File: src/rtl/pipeline_hazard_ctrl.sv
// Hazard controller for the F/D/E/M/W pipeline: operand forwarding, load-use and
// PC-write stalls/flushes, plus a wait-state FSM freezing the pipe on slow data memory.
module pipeline_hazard_ctrl #(
    parameter int MEM_TIMEOUT = 8,
    parameter int CNT_W       = 16
) (
    input  logic             clk,
    input  logic             reset,
    input  logic [3:0]       RA1D,
    input  logic [3:0]       RA2D,
    input  logic [3:0]       RA1E,
    input  logic [3:0]       RA2E,
    input  logic [3:0]       WA3E,
    input  logic [3:0]       WA3M,
    input  logic [3:0]       WA3W,
    input  logic             RegWriteE,
    input  logic             RegWriteM,
    input  logic             RegWriteW,
    input  logic             MemtoRegE,
    input  logic             PCSrcD,
    input  logic             PCSrcE,
    input  logic             PCSrcM,
    input  logic             PCSrcW,
    input  logic             BranchTakenE,
    input  logic             MemReqM,
    input  logic             MemAckM,
    output logic [1:0]       ForwardAE,
    output logic [1:0]       ForwardBE,
    output logic             StallF,
    output logic             StallD,
    output logic             StallE,
    output logic             StallM,
    output logic             FlushD,
    output logic             FlushE,
    output logic             FlushW,
    output logic             MemStall,
    output logic             MemErr,
    output logic [CNT_W-1:0] StallCount
);

    localparam int WC_W = ($clog2(MEM_TIMEOUT + 1) > 4) ? $clog2(MEM_TIMEOUT + 1) : 4;

    typedef enum logic {IDLE, WAIT} state_t;

    state_t          state, state_nxt;
    logic [WC_W-1:0] wait_cnt, wait_cnt_nxt;
    logic            timeout;
    logic            ldr_stall;
    logic            pc_wr_pending;

    // Register 15 is the PC and is never forwarded; M is the younger result so it wins.
    always_comb begin
        ForwardAE = 2'b00;
        ForwardBE = 2'b00;
        if (RegWriteM && RA1E == WA3M && RA1E != 4'd15)      ForwardAE = 2'b10;
        else if (RegWriteW && RA1E == WA3W && RA1E != 4'd15) ForwardAE = 2'b01;
        if (RegWriteM && RA2E == WA3M && RA2E != 4'd15)      ForwardBE = 2'b10;
        else if (RegWriteW && RA2E == WA3W && RA2E != 4'd15) ForwardBE = 2'b01;
    end

    assign ldr_stall     = MemtoRegE & RegWriteE & ((RA1D == WA3E) | (RA2D == WA3E));
    assign pc_wr_pending = PCSrcD | PCSrcE | PCSrcM;

    // A request withdrawn mid-wait is treated as completion.
    always_comb begin
        state_nxt    = state;
        wait_cnt_nxt = wait_cnt;
        MemStall     = 1'b0;
        timeout      = 1'b0;
        case (state)
            IDLE: begin
                if (MemReqM && !MemAckM) begin
                    MemStall     = 1'b1;
                    state_nxt    = WAIT;
                    wait_cnt_nxt = WC_W'(1);
                end
            end
            WAIT: begin
                if (MemAckM || !MemReqM) begin
                    state_nxt    = IDLE;
                    wait_cnt_nxt = '0;
                end else if (wait_cnt == WC_W'(MEM_TIMEOUT)) begin
                    timeout      = 1'b1;
                    state_nxt    = IDLE;
                    wait_cnt_nxt = '0;
                end else begin
                    MemStall     = 1'b1;
                    wait_cnt_nxt = wait_cnt + WC_W'(1);
                end
            end
            default: begin
                state_nxt    = IDLE;
                wait_cnt_nxt = '0;
            end
        endcase
    end

    // A memory wait freezes every stage and bubbles W; hazards are re-evaluated after release.
    always_comb begin
        if (MemStall) begin
            StallF = 1'b1;
            StallD = 1'b1;
            StallE = 1'b1;
            StallM = 1'b1;
            FlushD = 1'b0;
            FlushE = 1'b0;
            FlushW = 1'b1;
        end else begin
            StallF = ldr_stall | pc_wr_pending;
            StallD = ldr_stall;
            StallE = 1'b0;
            StallM = 1'b0;
            FlushD = pc_wr_pending | PCSrcW | BranchTakenE;
            FlushE = ldr_stall | BranchTakenE;
            FlushW = 1'b0;
        end
    end

    always_ff @(posedge clk) begin
        if (reset) begin
            state      <= IDLE;
            wait_cnt   <= '0;
            MemErr     <= 1'b0;
            StallCount <= '0;
        end else begin
            state    <= state_nxt;
            wait_cnt <= wait_cnt_nxt;
            if (timeout) MemErr <= 1'b1;
            if (StallF && StallCount != {CNT_W{1'b1}}) StallCount <= StallCount + CNT_W'(1);
        end
    end

endmodule

File: config.mk
export PLATFORM = sky130hd
export DESIGN_NAME = pipeline_hazard_ctrl
export DESIGN_NICKNAME = d
export VERILOG_FILES = /design/src/rtl/pipeline_hazard_ctrl.sv
export SDC_FILE = /design/constraint.sdc
export NUM_CORES = 1
export LEC_CHECK = 0
export ABC_CLOCK_PERIOD_IN_PS = 2600
export BUFFER_PORTS_ARGS = -buffer_cell sky130_fd_sc_hd__buf_4
export CAP_MARGIN = 5
export CELL_PAD_IN_SITES_DETAIL_PLACEMENT = 2
export CELL_PAD_IN_SITES_GLOBAL_PLACEMENT = 2
export CORE_UTILIZATION = 25
export DETAILED_ROUTE_END_ITERATION = 12
export GPL_TIMING_DRIVEN = 0
export PLACE_DENSITY = 0.89
export REMOVE_ABC_BUFFERS = 1
export SLEW_MARGIN = 5
export SYNTH_ARGS = -nofsm -noshare
export SYNTH_HDL_FRONTEND = slang
export SYNTH_SLANG_ARGS = --single-unit
File: constraint.sdc
create_clock -name clk -period 2.6 [get_ports clk]
set_clock_uncertainty 0.1 [all_clocks]
set_input_delay 0.13 -clock clk [delete_from_list [all_inputs] [get_ports clk]]
set_output_delay 0.13 -clock clk [all_outputs]
set_load 0.005 [all_outputs]
==> results of run 1 <==
-- state kept, by name, indices dropped and copies added, names as in the netlist --
register	cells
StallCount	16
MemErr	1
wait_cnt	4
state	1
-- cells by family after synthesis --
family,Yosys count,share of synthesized area
buffers and inverters,12,0.0485
adders and majority gates,3,0.0247
DFF,22,0.289
and+or+nand+nor,77,0.284
AOI/OAI and AO/OA,34,0.170
xor gates and xnor gates,29,0.167
muxes,2,0.0164
-- cells in the final DEF, fill, tap and decap left out, types with 2 or more instances in the layout --
cell type,count
buf_4,69
nor2_1,28
dfxtp_1,22
xnor2_1,18
xor2_1,11
a21oi_1,10
nand4_1,9
o21ai_0,7
nand3_1,6
nand2_1,6
inv_1,5
nor3_1,5
nor2b_1,4
o211ai_1,4
clkbuf_8,4
and3_1,3
ha_1,3
o31ai_1,2
or4_1,2
o2111ai_1,2
or3_1,2
-- worst max-delay path, stage by stage (launching register included) --
cell,delay (ns)
dfxtp_1,0.45
inv_1,0.07
ha_1,0.19
and3b_2,0.25
a21boi_4,0.28
or2b_4,0.27
o21ai_4,0.10
or4_1,0.48
a21oi_1,0.15
-- layout make-up --
cell class,instances,share of cell area
Inverter,5,0.00880
Clock buffer,4,0.0258
Sequential cell,22,0.206
Tap cell,75,0.0440
Multi-Input combinational cell,145,0.472
Timing Repair Buffer,69,0.243
-- power groups by stage --
stage	Clock, uW	Sequential (uW)	Combinational (uW)
after floorplan	0	360	70.1
after global placement	0	361	165
after detailed placement	0	362	174
after CTS	265	354	175
after global routing	278	355	188
final	252	354	171
-- path summary, 6_finish.rpt --
check	from	to	slack (ns)	cells past startpoint
worst min-delay path	MemAckM	wait_cnt[0]	0.09	4
worst max-delay path	wait_cnt[0]	StallCount[5]	0.19	8
worst min register to register	MemErr	MemErr	0.40	2
worst max register to register	wait_cnt[0]	StallCount[5]	0.19	8
-- per-layer routing --
metal / vias to the layer above / share of wire / track usage
met5: - / 0 / 0
met4: 0 / 0.0070 / 0.0321
met3: 3 / 0.051 / 0.0286
met2: 41 / 0.54 / 0.312
met1: 777 / 0.41 / 0.178
li1: 773 / - / -
-- stage by stage --
stage	instances	hold slack, ns	util
floorplan	172	0.0991	-
global placement	316	0.359	0.353
detailed placement	316	0.383	0.353
finish	320	0.0948	0.362
CTS	320	0.0911	0.362
global route	320	0.132	0.362
==> flow_summary_export.csv, run 1 <==
group,metric,value,unit
status,status,"completed",
clock_tree,clk_latency,0.27,ns
floorplanning,core,0.00589,mm^2
power,peakVddDrop,0.166,mV
power,pwr-share-comb,0.220,
placement,io_buffers,69,
power,p_leak,0.000861,uW
yosys,synth_flop_cell,"dfxtp_1",
floorplanning,start_util,0.259,
worst_setup_path,end_kind,"flop",
worst_hold_path,min_path_type,"in -> reg",
cells_and_area,diodes,0,
clock_tree,clkTransAtPathRegs,0.08,ns
placement,dpl_cell_area,0.00208,mm^2
placement,place_hpwl,3.97,mm
detailed_routing,drc,0,
global_routing,grt_overflow,0,
clock_tree,htree_levels,1,
floorplanning,fp-row-count,28,
floorplanning,dieHeight,80.0,um
cells_and_area,multi_input_area,0.00101,mm^2
floorplanning,dieArea,0.00640,mm^2
clock_tree,cts_buffers,3,
sta,tightest_slew,0.512,ns
yosys,synth_seq_cells,22,
cells_and_area,ff_latch_area,440,um^2
cells_and_area,area_growth,40.2,%
sta,hold_viol,0,
sta,final_max_slew_viol_count,0,
yosys,synthTopCellsByArea,"dfxtp_1 29%, xnor2_1 10%, nor2_1 6.9%",
floorplanning,io_pins,70,
worst_setup_path,critPathLaunchType,"flop",
yosys,synthArstFlopShare,0,
detailed_routing,vias_per_cell,4.98,
power,p_per_area,364,mW/mm^2
power,switching_share,0.261,
clock_tree,cts_tree,"yes",
sta,layout_min_cycle_time,2.41,ns
clock_tree,clock-sinks,22,
yosys,syn_inst,179,
power,p_total,777,uW
clock_tree,cts_buffer_depth,2,
yosys,yosysSeqAreaShare,0.289,
yosys,synth_top_area_cell,"dfxtp_1",
worst_setup_path,path_max_fanout,10,
power,p_clk_frac,0.325,
yosys,synth_commonest_cells,"28 x nor2_1, 22 x dfxtp_1, 18 x xnor2_1",
worst_setup_path,cp_data_arrival_time,2.51,ns
power,pwr-share-seq,0.455,
worst_setup_path,cp.required,2.70,ns
placement,place_congestion,0.787,
cells_and_area,stdcell_area,0.00213,mm^2
power,switchingPower,203,uW
sta,fin_setup_tns,0,ns
clock_tree,root_buffer,"clkbuf_8",
clock_tree,cts-resized-gates,0,
sta,final.setup.worst_slack,0.191,ns
cells_and_area,nFillCells,703,
detailed_routing,dr.pass1.iters,4,
global_routing,antenna_found_initial,0,
global_routing,grt_pass1_wl,8.04,mm
clock_tree,postCtsSetupRepairBufs,0,
detailed_routing,finalWirelength,4.85,mm
sta,rsz0062_at_grt,"no",
detailed_routing,wl_per_cell,15.2,um
global_routing,track_usage,0.160,
yosys,avgSynthCellArea,8.50,um^2
cells_and_area,fin_nets,290,
clock_tree,ctsHoldBuffers,0,
detailed_routing,drt-initial-drc-count,37,
sta,fmax,0.415,GHz
floorplanning,die_w,80.0,um
global_routing,grt_max_degree,24,
sta,final-setup-viol-count,0,
yosys,yosysMostFrequentCell,"nor2_1",
detailed_routing,num_vias,1594,
flow_run,cap_violations,0,
yosys,synth-edff-count,0,
yosys,synth_cell_type_count,46,
power,p_int,574,uW
yosys,synth_warnings,0,
yosys,synth_top_area_share,0.289,
cells_and_area,drive_gt1_frac,0.351,
yosys,netlist_area,0.00152,mm^2
sta,finalCritPeriodShare,0.926,
sta,relSlewSlack,0.654,
detailed_routing,drtAntennaViolNets,0,
placement,post-place-ws,0.203,ns
global_routing,first_global_vias,1724,
worst_setup_path,crit_type,"reg -> reg",
Note: power is estimated with default switching activity, not from simulation.
==> run 2, diff against run 1 <==
--- a/config.mk
+++ b/config.mk
@@ -10,6 +10,7 @@
 export CAP_MARGIN = 5
 export CELL_PAD_IN_SITES_DETAIL_PLACEMENT = 2
 export CELL_PAD_IN_SITES_GLOBAL_PLACEMENT = 2
+export CORE_ASPECT_RATIO = 1.75
 export CORE_UTILIZATION = 25
 export DETAILED_ROUTE_END_ITERATION = 12
 export GPL_TIMING_DRIVEN = 0
==> run 2 against run 1 <==
  * Clock power down 15%
  * Via count is 0.56% lower
  * Global-route usage up 0.85 points
  * Utilization shrank 0.13 points
  * Sequential power is essentially flat
  * Final cell count is 0.63% higher
  * Design area is 0.47% lower
  * Routed wire length grew 3.6%
  * Sequential share of layout area rose by 0.097 points
  * Sequential cell count did not move
  * Critical endpoint unchanged
  * Largest power group unchanged
==> flow_summary_export.csv, run 2 (same netlist as run 1, synthesis figures left out) <==
group,metric,value,unit
status,status,"completed",
cells_and_area,largest_reg_flops,16,
cells_and_area,mostFrequentLayoutCells,"69 x buf_4, 28 x nor2_1, 22 x dfxtp_1",
sta,fmax,0.416,GHz
floorplanning,start_util,0.259,
floorplanning,io_pins,70,
sta,layout_min_cycle_time,2.40,ns
worst_setup_path,r2r_slack,0.20,ns
sta,hold_viol,0,
worst_setup_path,cp_data_arrival_time,2.50,ns
sta,relSlewSlack,0.609,
power,p_leak,0.000853,uW
sta,timing.hold.ws,0.105,ns
worst_hold_path,min_from,"reset",
floorplanning,dieArea,0.00641,mm^2
placement,place_congestion,0.751,
floorplanning,fp-row-count,37,
worst_setup_path,path_max_fanout,10,
detailed_routing,drtAntennaViolNets,0,
detailed_routing,drt-initial-drc-count,32,
power,peakVddDrop,0.153,mV
global_routing,grt_max_degree,24,
clock_tree,clk_latency,0.27,ns
clock_tree,clkTransAtPathRegs,0.08,ns
worst_setup_path,reg2reg_from,"wait_cnt[0]",
cells_and_area,area_growth,39.6,%
sta,final-setup-viol-count,0,
cells_and_area,final_common_cell,"buf_4",
detailed_routing,vias_per_cell,4.92,
sta,fin_setup_tns,0,ns
detailed_routing,finalWirelength,5.02,mm
power,p_per_area,349,mW/mm^2
clock_tree,cts_tree,"yes",
global_routing,antenna_found_initial,0,
worst_setup_path,critPathLaunchType,"flop",
sta,finalCritPeriodShare,0.925,
cells_and_area,reg_top3,"StallCount (16), wait_cnt (4)",
cells_and_area,nFillCells,705,
cells_and_area,drive_gt1_frac,0.348,
clock_tree,postCtsSetupRepairBufs,0,
sta,final_max_slew_viol_count,0,
global_routing,track_usage,0.168,
sta,rsz0062_at_grt,"no",
floorplanning,dieHeight,105,um
clock_tree,cts_buffers,3,
floorplanning,core,0.00588,mm^2
worst_setup_path,cp.required,2.70,ns
detailed_routing,wl_per_cell,15.6,um
detailed_routing,drc,0,
worst_setup_path,end_kind,"flop",
clock_tree,ctsHoldBuffers,0,
clock_tree,cts-resized-gates,0,
global_routing,grt_pass1_wl,8.02,mm
detailed_routing,dr.pass1.iters,3,
detailed_routing,num_vias,1585,
sta,tightest_slew,0.581,ns
clock_tree,cts_buffer_depth,2,
clock_tree,root_buffer,"clkbuf_8",
flow_run,cap_violations,0,
cells_and_area,registers.top_by_ff_count,"StallCount",
cells_and_area,fin_cells,322,
worst_hold_path,min_path_type,"in -> reg",
placement,dp_cells,319,
clock_tree,htree_levels,1,
clock_tree,clock-sinks,22,
placement,io_buffers,69,
worst_setup_path,crit_type,"reg -> reg",
cells_and_area,diodes,0,
worst_setup_path,crit_start,"wait_cnt[0]",
floorplanning,die_w,61.0,um
cells_and_area,fin_nets,290,
global_routing,grt_overflow,0,
global_routing,first_global_vias,1722,
placement,place_hpwl,4.15,mm
-- run 2: cell count changes in the layout (fill, tap and decap cells not counted) --
cell / change
clkbuf_8: -1
-- run 2: stage by stage --
step | total power (uW) | instance area, um^2 | setup WS [ns] | util
final | 740 | 2120 | 0.195 | 0.361
after global routing | 776 | 2120 | 0.0448 | 0.361
after CTS | 752 | 2120 | 0.176 | 0.361
after detailed placement | 537 | 2080 | 0.204 | 0.354
after global placement | 528 | 2080 | 0.268 | 0.354
after floorplan | 430 | 1470 | 0.399 | -
-- run 2: routing by layer --
layer / track usage / part of all wire / vias to the layer above
li1: - / - / 765
met1: 0.156 / 0.32 / 768
met2: 0.346 / 0.63 / 48
met3: 0.0210 / 0.040 / 4
met4: 0.0487 / 0.011 / 0
met5: 0 / 0 / -
-- run 2: layout make-up --
type | instances | area [um^2] | share of cell area
multi-input cells | 145 | 1010 | 0.474
repair buffers | 69 | 518 | 0.244
flip-flops and latches | 22 | 440 | 0.207
well taps | 78 | 97.6 | 0.0460
clock buffers | 3 | 41.3 | 0.0194
inverters | 5 | 18.8 | 0.00884
-- run 2: path summary, 6_finish.rpt --
kind                            cells past startpoint             end
worst max-delay path                                8   StallCount[5]
worst min-delay path                                2  StallCount[13]
worst max register to register                      8   StallCount[5]
worst min register to register                      2          MemErr
-- run 2: worst max-delay path: stages, from the launching register on --
cell	delay [ns]
dfxtp_1	0.44
inv_1	0.07
ha_1	0.19
and3b_2	0.25
a21boi_4	0.29
or2b_4	0.28
o21ai_4	0.10
or4_1	0.48
a21oi_1	0.14
-- run 2: power breakdown --
group	switching, uW	total (uW)	internal, uW
logic	77.5	172	94.9
clock network	110	214	104
registers	10.3	354	344
==> run 3, diff against run 2 <==
--- a/config.mk
+++ b/config.mk
@@ -15,6 +15,7 @@
 export DETAILED_ROUTE_END_ITERATION = 12
 export GPL_TIMING_DRIVEN = 0
 export PLACE_DENSITY = 0.89
+export RECOVER_POWER = 50
 export REMOVE_ABC_BUFFERS = 1
 export SLEW_MARGIN = 5
 export SYNTH_ARGS = -nofsm -noshare
==> run 3 against run 2 <==
  * Global-route usage did not move
  * Combinational power barely moved
  * Worst hold slack improved by 0.0013 ns
  * Highest routed layer unchanged
  * Die area did not move
  * Sequential share of layout area rose by 0.23 points
  * Critical path depth did not move
  * Clock power barely moved
  * Critical endpoint unchanged
  * Maximum frequency fell by 0.84%
==> flow_summary_export.csv, run 3 (same netlist as run 1, synthesis figures left out) <==
group,metric,value,unit
cells_and_area,fin_nets,290,
floorplanning,fp-row-count,37,
worst_setup_path,crit_end,"StallCount[5]",
cells_and_area,area_growth,38.0,%
cells_and_area,drive_gt1_frac,0.320,
placement,place_hpwl,4.15,mm
sta,timing.hold.ws,0.106,ns
global_routing,grt_max_degree,24,
clock_tree,ctsHoldBuffers,0,
clock_tree,htree_levels,1,
detailed_routing,vias_per_cell,4.93,
sta,fmax,0.412,GHz
power,p_int,540,uW
worst_setup_path,cp_data_arrival_time,2.52,ns
power,peakVddDrop,0.153,mV
detailed_routing,drt-initial-drc-count,36,
power,switchingPower,197,uW
sta,tightest_slew,0.580,ns
worst_setup_path,r2r_slack,0.17,ns
power,switching_share,0.267,
clock_tree,clkTransAtPathRegs,0.08,ns
flow_run,cap_violations,0,
sta,relSlewSlack,0.610,
clock_tree,cts_buffer_depth,2,
cells_and_area,registers.top_by_ff_count,"StallCount",
global_routing,antenna_found_initial,0,
detailed_routing,finalWirelength,5.01,mm
floorplanning,core,0.00588,mm^2
worst_setup_path,path_max_fanout,10,
sta,finalCritPeriodShare,0.933,
sta,hold_viol,0,
worst_setup_path,cp.required,2.70,ns
worst_setup_path,reg2reg_from,"wait_cnt[0]",
power,pwr-share-seq,0.480,
cells_and_area,nFillCells,711,
worst_setup_path,crit_type,"reg -> reg",
clock_tree,cts-resized-gates,0,
global_routing,grt_pass1_wl,8.02,mm
detailed_routing,wl_per_cell,15.5,um
sta,fin_setup_tns,0,ns
detailed_routing,drc,0,
placement,io_buffers,69,
clock_tree,cts_tree,"yes",
sta,rsz0062_at_grt,"no",
clock_tree,root_buffer,"clkbuf_8",
power,p_clk_frac,0.289,
cells_and_area,final_common_cell,"buf_4",
clock_tree,cts_buffers,3,
detailed_routing,dr.pass1.iters,3,
global_routing,track_usage,0.168,
worst_setup_path,r2r_end,"StallCount[5]",
power,p_per_area,351,mW/mm^2
floorplanning,dieHeight,105,um
worst_setup_path,end_kind,"flop",
detailed_routing,num_vias,1587,
power,p_leak,0.000821,uW
clock_tree,postCtsSetupRepairBufs,0,
sta,final_max_slew_viol_count,0,
clock_tree,clk_latency,0.27,ns
cells_and_area,reg_top3,"StallCount (16), wait_cnt (4)",
detailed_routing,drtAntennaViolNets,0,
sta,layout_min_cycle_time,2.43,ns
cells_and_area,largest_reg_flops,16,
worst_hold_path,min_path_type,"in -> reg",
worst_setup_path,crit_start,"wait_cnt[0]",
status,status,"completed",
cells_and_area,diodes,0,
floorplanning,dieArea,0.00641,mm^2
placement,place_congestion,0.751,
floorplanning,start_util,0.259,
clock_tree,clock-sinks,22,
power,pwr-share-comb,0.230,
cells_and_area,mostFrequentLayoutCells,"48 x buf_4, 28 x nor2_1, 22 x dfxtp_1",
sta,final-setup-viol-count,0,
worst_setup_path,rr_worst_depth,8,
global_routing,first_global_vias,1722,
floorplanning,die_w,61.0,um
floorplanning,io_pins,70,
global_routing,grt_overflow,0,
worst_setup_path,critPathLaunchType,"flop",
[run 3: changes by cell type in the layout (fill, tap and decap cells not counted), sizes merged]
cell and change:
buf -21, clkbuf +21
[run 3: metrics by stage]
stage / utilization / instance area (um^2) / power, uW / instances / worst slack, ns
6_report: 0.357 / 2100 / 737 / 322 / 0.175
5_1_grt: 0.357 / 2100 / 774 / 322 / 0.0256
4_1_cts: 0.361 / 2120 / 752 / 322 / 0.176
3_5_place_dp: 0.354 / 2080 / 537 / 319 / 0.204
3_3_place_gp: 0.354 / 2080 / 528 / 319 / 0.268
2_1_floorplan: - / 1470 / 430 / 172 / 0.399
[run 3: how the worst min path moves through the flow]
stage,slack (ns),cells after the start,startpoint,end
after floorplan,0.1,1,reset,StallCount[10]
after global placement,0.35,2,MemErr,MemErr
after detailed placement,0.36,2,MemErr,MemErr
after CTS,0.11,2,reset,StallCount[0]
after global routing,0.12,2,reset,StallCount[0]
final,0.11,2,reset,StallCount[13]
[run 3: layout make-up]
| type | count | area (um^2) | area share |
|---|---|---|---|
| tap | 78 | 97.6 | 0.0465 |
| inverter | 5 | 18.8 | 0.00894 |
| sequential | 22 | 440 | 0.210 |
| multi-input combinational | 145 | 1010 | 0.479 |
| timing repair buffer | 69 | 495 | 0.236 |
| clock buffer | 3 | 41.3 | 0.0197 |
[run 3: power groups by stage]
stage               sequential (uW)  clock, uW  combinational, uW
finish                          354        213                170
global route                    356        230                188
CTS                             354        222                176
detailed placement              362          0                175
global placement                362          0                166
floorplan                       360          0               70.1
[run 3: critical path, cell delays in order, from the launching register on]
cell      delay, ns
dfxtp_1        0.44
inv_1          0.07
ha_1           0.19
and3b_1        0.25
a21boi_4       0.30
or2b_4         0.28
o21ai_4        0.10
or4_1          0.48
a21oi_1        0.14
[run 3: per-layer routing]
layer,share of wire,vias to the layer above,track usage
met4,0.011,0,0.0487
met3,0.037,4,0.0210
met1,0.32,770,0.156
met2,0.63,48,0.346
li1,-,765,-
met5,0,-,0
